--- config.mk ---
export PLATFORM = sky130hd
export DESIGN_NAME = entropy_src_ht_window_ctrl
export DESIGN_NICKNAME = d
export VERILOG_FILES = /design/src/rtl/entropy_src_ht_window_pkg.sv /design/src/rtl/entropy_src_sat_cntr.sv /design/src/rtl/entropy_src_ht_window_ctrl.sv
export SDC_FILE = /design/constraint.sdc
export NUM_CORES = 1
export LEC_CHECK = 0
export CAP_MARGIN = 20
export CORE_ASPECT_RATIO = 0.6
export CORE_MARGIN = 3
export CORE_UTILIZATION = 47
export DETAILED_ROUTE_END_ITERATION = 8
export PLACE_DENSITY = 0.78
export SETUP_SLACK_MARGIN = 0.3
export SLEW_MARGIN = 0
export SYNTH_ARGS = -nofsm -noshare
export SYNTH_HDL_FRONTEND = slang
export SYNTH_SLANG_ARGS = --single-unit
--- constraint.sdc ---
create_clock -name clk_i -period 4.23 [get_ports clk_i]
set_input_delay 1.269 -clock clk_i [delete_from_list [all_inputs] [get_ports clk_i]]
set_output_delay 1.269 -clock clk_i [all_outputs]
set_load 0.05 [all_outputs]
--- src/rtl/entropy_src_ht_window_pkg.sv ---
// Shared types and constants for the health-test window sequencer.
package entropy_src_ht_window_pkg;

  localparam int unsigned StateWidth = 6;

  // Sparse codes so a single upset cannot land on another legal state.
  typedef enum logic [StateWidth-1:0] {
    HtIdle   = 6'b101100,
    HtStart  = 6'b010011,
    HtCount  = 6'b110101,
    HtReport = 6'b001110,
    HtError  = 6'b111011
  } ht_win_state_e;

  localparam logic [15:0] AlertCntMax = '1;
  localparam logic [31:0] FailTotMax  = '1;

endpackage

--- src/rtl/entropy_src_sat_cntr.sv ---
// Saturating up-counter with synchronous clear; clear and increment together yields 1.
module entropy_src_sat_cntr #(
  parameter int unsigned Width = 16
) (
  input  logic             clk_i,
  input  logic             rst_i,
  input  logic             clr_i,
  input  logic             inc_i,
  output logic [Width-1:0] cnt_o
);

  localparam logic [Width-1:0] CntMax = '1;

  logic [Width-1:0] cnt_q, cnt_d;

  always_comb begin
    cnt_d = cnt_q;
    if (clr_i) begin
      cnt_d = '0;
    end
    if (inc_i) begin
      if (clr_i) begin
        cnt_d = Width'(1);
      end else if (cnt_q != CntMax) begin
        cnt_d = cnt_q + Width'(1);
      end
    end
  end

  always_ff @(posedge clk_i) begin
    if (rst_i) begin
      cnt_q <= '0;
    end else begin
      cnt_q <= cnt_d;
    end
  end

  assign cnt_o = cnt_q;

endmodule

--- src/rtl/entropy_src_ht_window_ctrl.sv ---
// Health-test window sequencer: counts samples into windows, reports done/fail and tracks alerts.
module entropy_src_ht_window_ctrl
  import entropy_src_ht_window_pkg::*;
#(
  parameter int unsigned WinCntWidth   = 16,
  parameter int unsigned AlertCntWidth = 16,
  parameter int unsigned NumTests      = 5,
  parameter int unsigned FailTotWidth  = 32
) (
  input  logic                     clk_i,
  input  logic                     rst_i,
  input  logic                     enable_i,
  input  logic                     bypass_mode_i,
  input  logic                     ent_valid_i,
  input  logic [WinCntWidth-1:0]   win_size_i,
  input  logic [WinCntWidth-1:0]   bypass_win_size_i,
  input  logic [NumTests-1:0]      test_fail_i,
  input  logic [AlertCntWidth-1:0] alert_threshold_i,
  input  logic                     rst_alert_cntr_i,
  output logic                     ht_done_pulse_o,
  output logic                     ht_fail_pulse_o,
  output logic                     alert_thresh_fail_o,
  output logic                     win_clr_o,
  output logic [WinCntWidth-1:0]   win_cnt_o,
  output logic [AlertCntWidth-1:0] alert_cnt_o,
  output logic [FailTotWidth-1:0]  fail_tot_o,
  output logic                     err_o
);

  ht_win_state_e state_q, state_d;

  logic [WinCntWidth-1:0]   win_cnt_q, win_cnt_d;
  logic [WinCntWidth-1:0]   len_q, len_d;
  logic [WinCntWidth-1:0]   len_sel, len_new, cur_len, cnt_base;
  logic [NumTests-1:0]      sticky_q, sticky_d;
  logic                     win_start, win_last, report, fail, alert_inc;
  logic [AlertCntWidth:0]   alert_nxt;

  assign len_sel = bypass_mode_i ? bypass_win_size_i : win_size_i;
  assign len_new = (len_sel == '0) ? WinCntWidth'(1) : len_sel;

  // Start and Report open a fresh window, so their sample is checked against the newly latched length.
  assign win_start = (state_q == HtStart) || (state_q == HtReport);
  assign cur_len   = win_start ? len_new : len_q;
  assign cnt_base  = win_start ? '0 : win_cnt_q;
  assign win_last  = ent_valid_i && (cnt_base == cur_len - WinCntWidth'(1));

  always_comb begin
    state_d   = state_q;
    win_cnt_d = win_cnt_q;
    len_d     = len_q;
    sticky_d  = sticky_q;
    unique case (state_q)
      HtIdle: begin
        win_cnt_d = '0;
        sticky_d  = '0;
        if (enable_i) begin
          state_d = HtStart;
        end
      end
      HtStart, HtCount, HtReport: begin
        if (!enable_i) begin
          state_d   = HtIdle;
          win_cnt_d = '0;
          sticky_d  = '0;
        end else begin
          if (win_start) begin
            len_d = len_new;
          end
          sticky_d  = (win_start ? '0 : sticky_q) | test_fail_i;
          win_cnt_d = win_last ? '0 : cnt_base + WinCntWidth'(ent_valid_i);
          state_d   = win_last ? HtReport : HtCount;
        end
      end
      HtError: state_d = HtError;
      default: state_d = HtError;
    endcase
  end

  always_ff @(posedge clk_i) begin
    if (rst_i) begin
      state_q   <= HtIdle;
      win_cnt_q <= '0;
      len_q     <= '0;
      sticky_q  <= '0;
    end else begin
      state_q   <= state_d;
      win_cnt_q <= win_cnt_d;
      len_q     <= len_d;
      sticky_q  <= sticky_d;
    end
  end

  assign report    = (state_q == HtReport) && enable_i;
  assign fail      = report && (|sticky_q);
  assign alert_inc = fail;
  assign alert_nxt = {1'b0, alert_cnt_o} + (AlertCntWidth + 1)'(1);

  assign ht_done_pulse_o     = report;
  assign ht_fail_pulse_o     = fail;
  assign alert_thresh_fail_o = fail && (alert_threshold_i != '0) &&
                               (alert_nxt >= {1'b0, alert_threshold_i});
  assign win_clr_o           = enable_i && win_start;
  assign win_cnt_o           = win_cnt_q;
  assign err_o               = (state_q == HtError);

  entropy_src_sat_cntr #(
    .Width(AlertCntWidth)
  ) u_alert_cntr (
    .clk_i (clk_i),
    .rst_i (rst_i),
    .clr_i (rst_alert_cntr_i),
    .inc_i (alert_inc),
    .cnt_o (alert_cnt_o)
  );

  entropy_src_sat_cntr #(
    .Width(FailTotWidth)
  ) u_fail_tot_cntr (
    .clk_i (clk_i),
    .rst_i (rst_i),
    .clr_i (1'b0),
    .inc_i (fail),
    .cnt_o (fail_tot_o)
  );

endmodule

==> PnR_summary.wiki <==
{| class="wikitable"
! Metric !! Value
|-
| Fraction of layout instances using a drive strength above 1 || 27.2%
|-
| Antenna violations before repair || 0
|-
| Number of standard cells after synthesis || 713
|-
| Combinational power share || 12.6%
|-
| Max Fclk || approximately 220 MHz
|-
| Highest ir drop seen on vdd || 0.000204 V
|-
| Switching share of power || between 20% and 30%
|-
| Max-Cap Viols || 0
|-
| Number of setup violations in the final report || 1
|-
| Vertical die dimension || ~92 µm
|-
| Net switching power of the design || between 0.4 and 0.5 mW
|-
| Internal power contribution || 1.50 mW
|-
| Die span in x || between 100 and 150 µm
|-
| Area taken by flip-flops and latches || about 1800 µm²
|-
| Final critical path time including I/O delays and setup || around 4500 ps
|-
| Clock tree from TritonCTS || done
|-
| Area growth syn-to-layout || 55.3%
|-
| Number of endpoints with negative hold slack in the final report || 0
|-
| Final-stage net count || a little over 1000
|-
| Worst slew pin tran || 993 ps
|-
| Grt total ovfl || 0
|-
| Clock edge transition at the registers on the reported setup and hold paths || ~70 ps
|-
| Ports || 128
|-
| Via count normalized by instance count || 5.90
|-
| Max-slew violation count || 0
|-
| Async set-reset flop share out of synthesis || 0%
|-
| Initial DRC count || between 400 and 500
|-
| HP Class || reg -> reg
|-
| EDFF count, synth || 0
|-
| Peak fanout along the critical path || 2
|-
| Static leakage || 3.63 nW
|-
| Clock Skew || 11.5 ps
|-
| Placeable core region || about 12000 µm²
|-
| Number of buffers created by CTS || 9
|-
| Clk buf depth || 2
|-
| Total number of placement rows || 30
|-
| Remaining number of nets flagged by the antenna check after routing || 0
|-
| Insertion delay of the later-clocked pin in the worst-skew pair || around 340 ps
|-
| DRT Wirelength || roughly 20000 µm
|-
| Initial cell density of the core || between 40% and 50%
|-
| Primary flip-flop cell chosen by synthesis mapping || dfxtp_1
|-
| Crit path required time || around 3000 ps
|-
| Status || finished with violations
|-
| Sequential cell area fraction in the yosys report || 31.1%
|-
| Post-Synthesis Cell Area || approximately 5800 µm²
|-
| Sequential power share || a little over two fifths
|-
| Multi-input gate area || ~4400 µm²
|-
| # fillers || a little over 800
|-
| Routability-driven placement congestion ratio || about 0.9
|-
| Clock Sinks || 90
|-
| WP data arrival || 3190 ps
|-
| Count of yosys warnings during synthesis || 0
|-
| Final critical-path share of the clock period || 105%
|-
| Final non-filler cell total || approximately 1100
|-
| Sort of element at the end of the critical path || output port
|-
| Number of port buffers || 127
|-
| Detailed placer's ending HPWL || ~15000 µm
|-
| Tightest hold margin || approximately 480 ps
|-
| Final total power || roughly 2.0 mW
|-
| Nature of the critical path startpoint || register
|-
| Overall fraction of global-route tracks in use || 28.7%
|-
| Total via count after detailed routing || approximately 6500
|-
| Inserted Diodes || 0
|-
| Mean instance size in the synthesized netlist || 8.11 µm²
|-
| Relative contribution of the clock network to total power || between 40% and 50%
|-
| Average routed wire per standard cell || roughly 18 µm
|-
| Clock root cell || clkbuf_16
|-
| DR pass1 iterations || 5
|-
| H-tree depth || 3
|-
| Post-Syn Nets || a little under 800
|-
| First-pass GRT wire length || between 30000 and 40000 µm
|-
| Violations in the final reports || negative setup slack
|-
| Headroom to the max-slew limit || roughly 33%
|-
| Floorplan die area || between 10000 and 15000 µm²
|-
| Min setup slack post-route || -230 ps
|-
| Placed instance count || 1063
|-
| Vias in the first global route || about 6200
|-
| Synth cell types || 60
|-
| Worst Path Class, Setup || reg -> out
|-
| Yosys reg bits || 90
|-
| DRC viols || 0
|-
| Power Density || about 220 nW/µm²
|-
| Largest net degree at the start of global routing || 57
|-
| RSZ-0062 raised after global routing || yes
|}
power groups by stage:
stage	registers [mW]	logic, mW	clock network (mW)
final	0.852	0.250	0.887
after global routing	0.852	0.267	0.932
after CTS	0.851	0.237	0.897
after detailed placement	0.871	0.227	0
after global placement	0.870	0.220	0
after floorplan	0.870	0.0943	0
stage by stage:
step / setup TNS, ps / worst slack, ps / util [%] / cell area, µm²
4_1_cts: -213 / -213 / 76.2 / 8870
3_3_place_gp: -12050 / -654 / 69.6 / 8100
5_1_grt: -1860 / -295 / 77.2 / 8980
3_5_place_dp: -15880 / -839 / 69.6 / 8100
2_1_floorplan: -67.8 / -67.8 / - / 6110
6_report: -230 / -230 / 77.2 / 8980
layer usage:
layer	global-route usage (%)	share of wire (%)	wire, µm	up-vias
li1	-	-	-	3068
met1	41.7	47	9320	3065
met2	45.0	44	8840	312
met3	4.64	8.0	1610	25
met4	6.02	1.2	232	0
met5	0	0	0	-
timing repair:
action,4_1_cts,5_1_grt
hold buffers,0,0
gates cloned,3,0
pin swaps,30,25
setup endpoints to repair,22,21
gates resized for setup,163,36
buffers inserted,11,3
placed cells by master, fill, tap and decap left out, types with 13 or more instances in the layout:
cell type	netlist	routed
buf_4	0	96
dfxtp_1	90	85
nor2_1	87	83
clkdlybuf4s50_1	0	83
nand2_1	48	46
xor2_1	39	37
nand3_1	29	26
xnor2_1	28	24
a21oi_1	30	24
o21ai_0	29	23
mux2i_1	22	21
inv_1	22	19
nor3_1	26	19
a211oi_1	17	15
ha_1	21	15
a22o_1	14	14
a21o_1	13	13
area by class of cell:
| type | count | area share [%] |
|---|---|---|
| Sequential cell | 90 | 20.2 |
| Tap cell | 160 | 2.23 |
| Timing Repair Buffer | 235 | 24.3 |
| Inverter | 22 | 0.919 |
| Clock buffer | 9 | 2.51 |
| Multi-Input combinational cell | 573 | 48.7 |
| Clock inverter | 7 | 1.14 |
cell usage after synthesis, drive strengths merged, types with 3 or more instances:
cell	instances	share of area [%]
or4	9	1.2
a31oi	3	0.43
a21o	13	1.7
o21ai	30	2.6
o31ai	4	0.52
clkbuf	18	1.2
xor2	39	5.9
a21oi	30	2.6
buf	10	1.1
nor2	88	5.8
xnor2	28	4.2
nand4	11	1.2
or3	9	0.97
mux2i	22	3.8
nor4	18	2.1
a211oi	17	2.2
o41ai	5	0.76
dfxtp	90	31
nor2b	6	0.65
nor3	27	2.4
o32ai	3	0.45
and4	4	0.61
nand2b	5	0.54
a22o	14	2.1
ha	21	4.5
or2	6	0.65
nor3b	9	1.2
o21a	7	0.91
and2	8	0.87
nand3	29	2.5
nand2	48	3.1
and3	16	1.7
inv	22	1.4
mux2	6	1.2
nor4b	6	0.91
a311oi	10	1.5
nand3b	3	0.39
kinds of logic (layout without fill, tap and decap cells):
kind of cell / Yosys count / in the layout / share of synthesized area, %
simple gates: 305 / 305 / 27.2
compound gates: 152 / 152 / 18.3
flops: 90 / 90 / 31.1
xor+xnor: 67 / 67 / 10.1
buf+inv: 50 / 273 / 3.74
mux: 28 / 28 / 4.98
fa+ha+maj: 21 / 21 / 4.54
critical path: stages (launching register included):
cell and delay, ps:
dfxtp_4 360, ha_4 160, and3_4 170, and3_4 180, and2_4 150, and3_4 170
and3_4 190, and3_4 190, xor2_2 160, ha_2 200, or4_4 540, a21oi_4 150
nor4_4 70, buf_6 170
flip-flops by register name, indices dropped and copies added (netlist names):
name and cells:
u_alert_cntr.cnt_o 16, sticky_q 5, u_fail_tot_cntr.cnt_o 32, win_cnt_o 16
state_q 5, len_q 16
path summary, 6_finish.rpt:
check	slack [ps]	from	depth (start not counted)	end
setup / recovery	-230	u_alert_cntr.cnt_o[0]$_SDFF_PP0_	13	alert_thresh_fail_o
setup reg to reg	250	state_q[4]$_SDFFE_PP0P_	17	win_cnt_o[3]$_SDFFE_PP0N_
hold / removal	480	sticky_q[1]$_SDFFE_PP0N_	1	sticky_q[1]$_SDFFE_PP0N_
hold reg to reg	480	sticky_q[1]$_SDFFE_PP0N_	1	sticky_q[1]$_SDFFE_PP0N_
No activity file was read; power rests on OpenSTA's default activity.
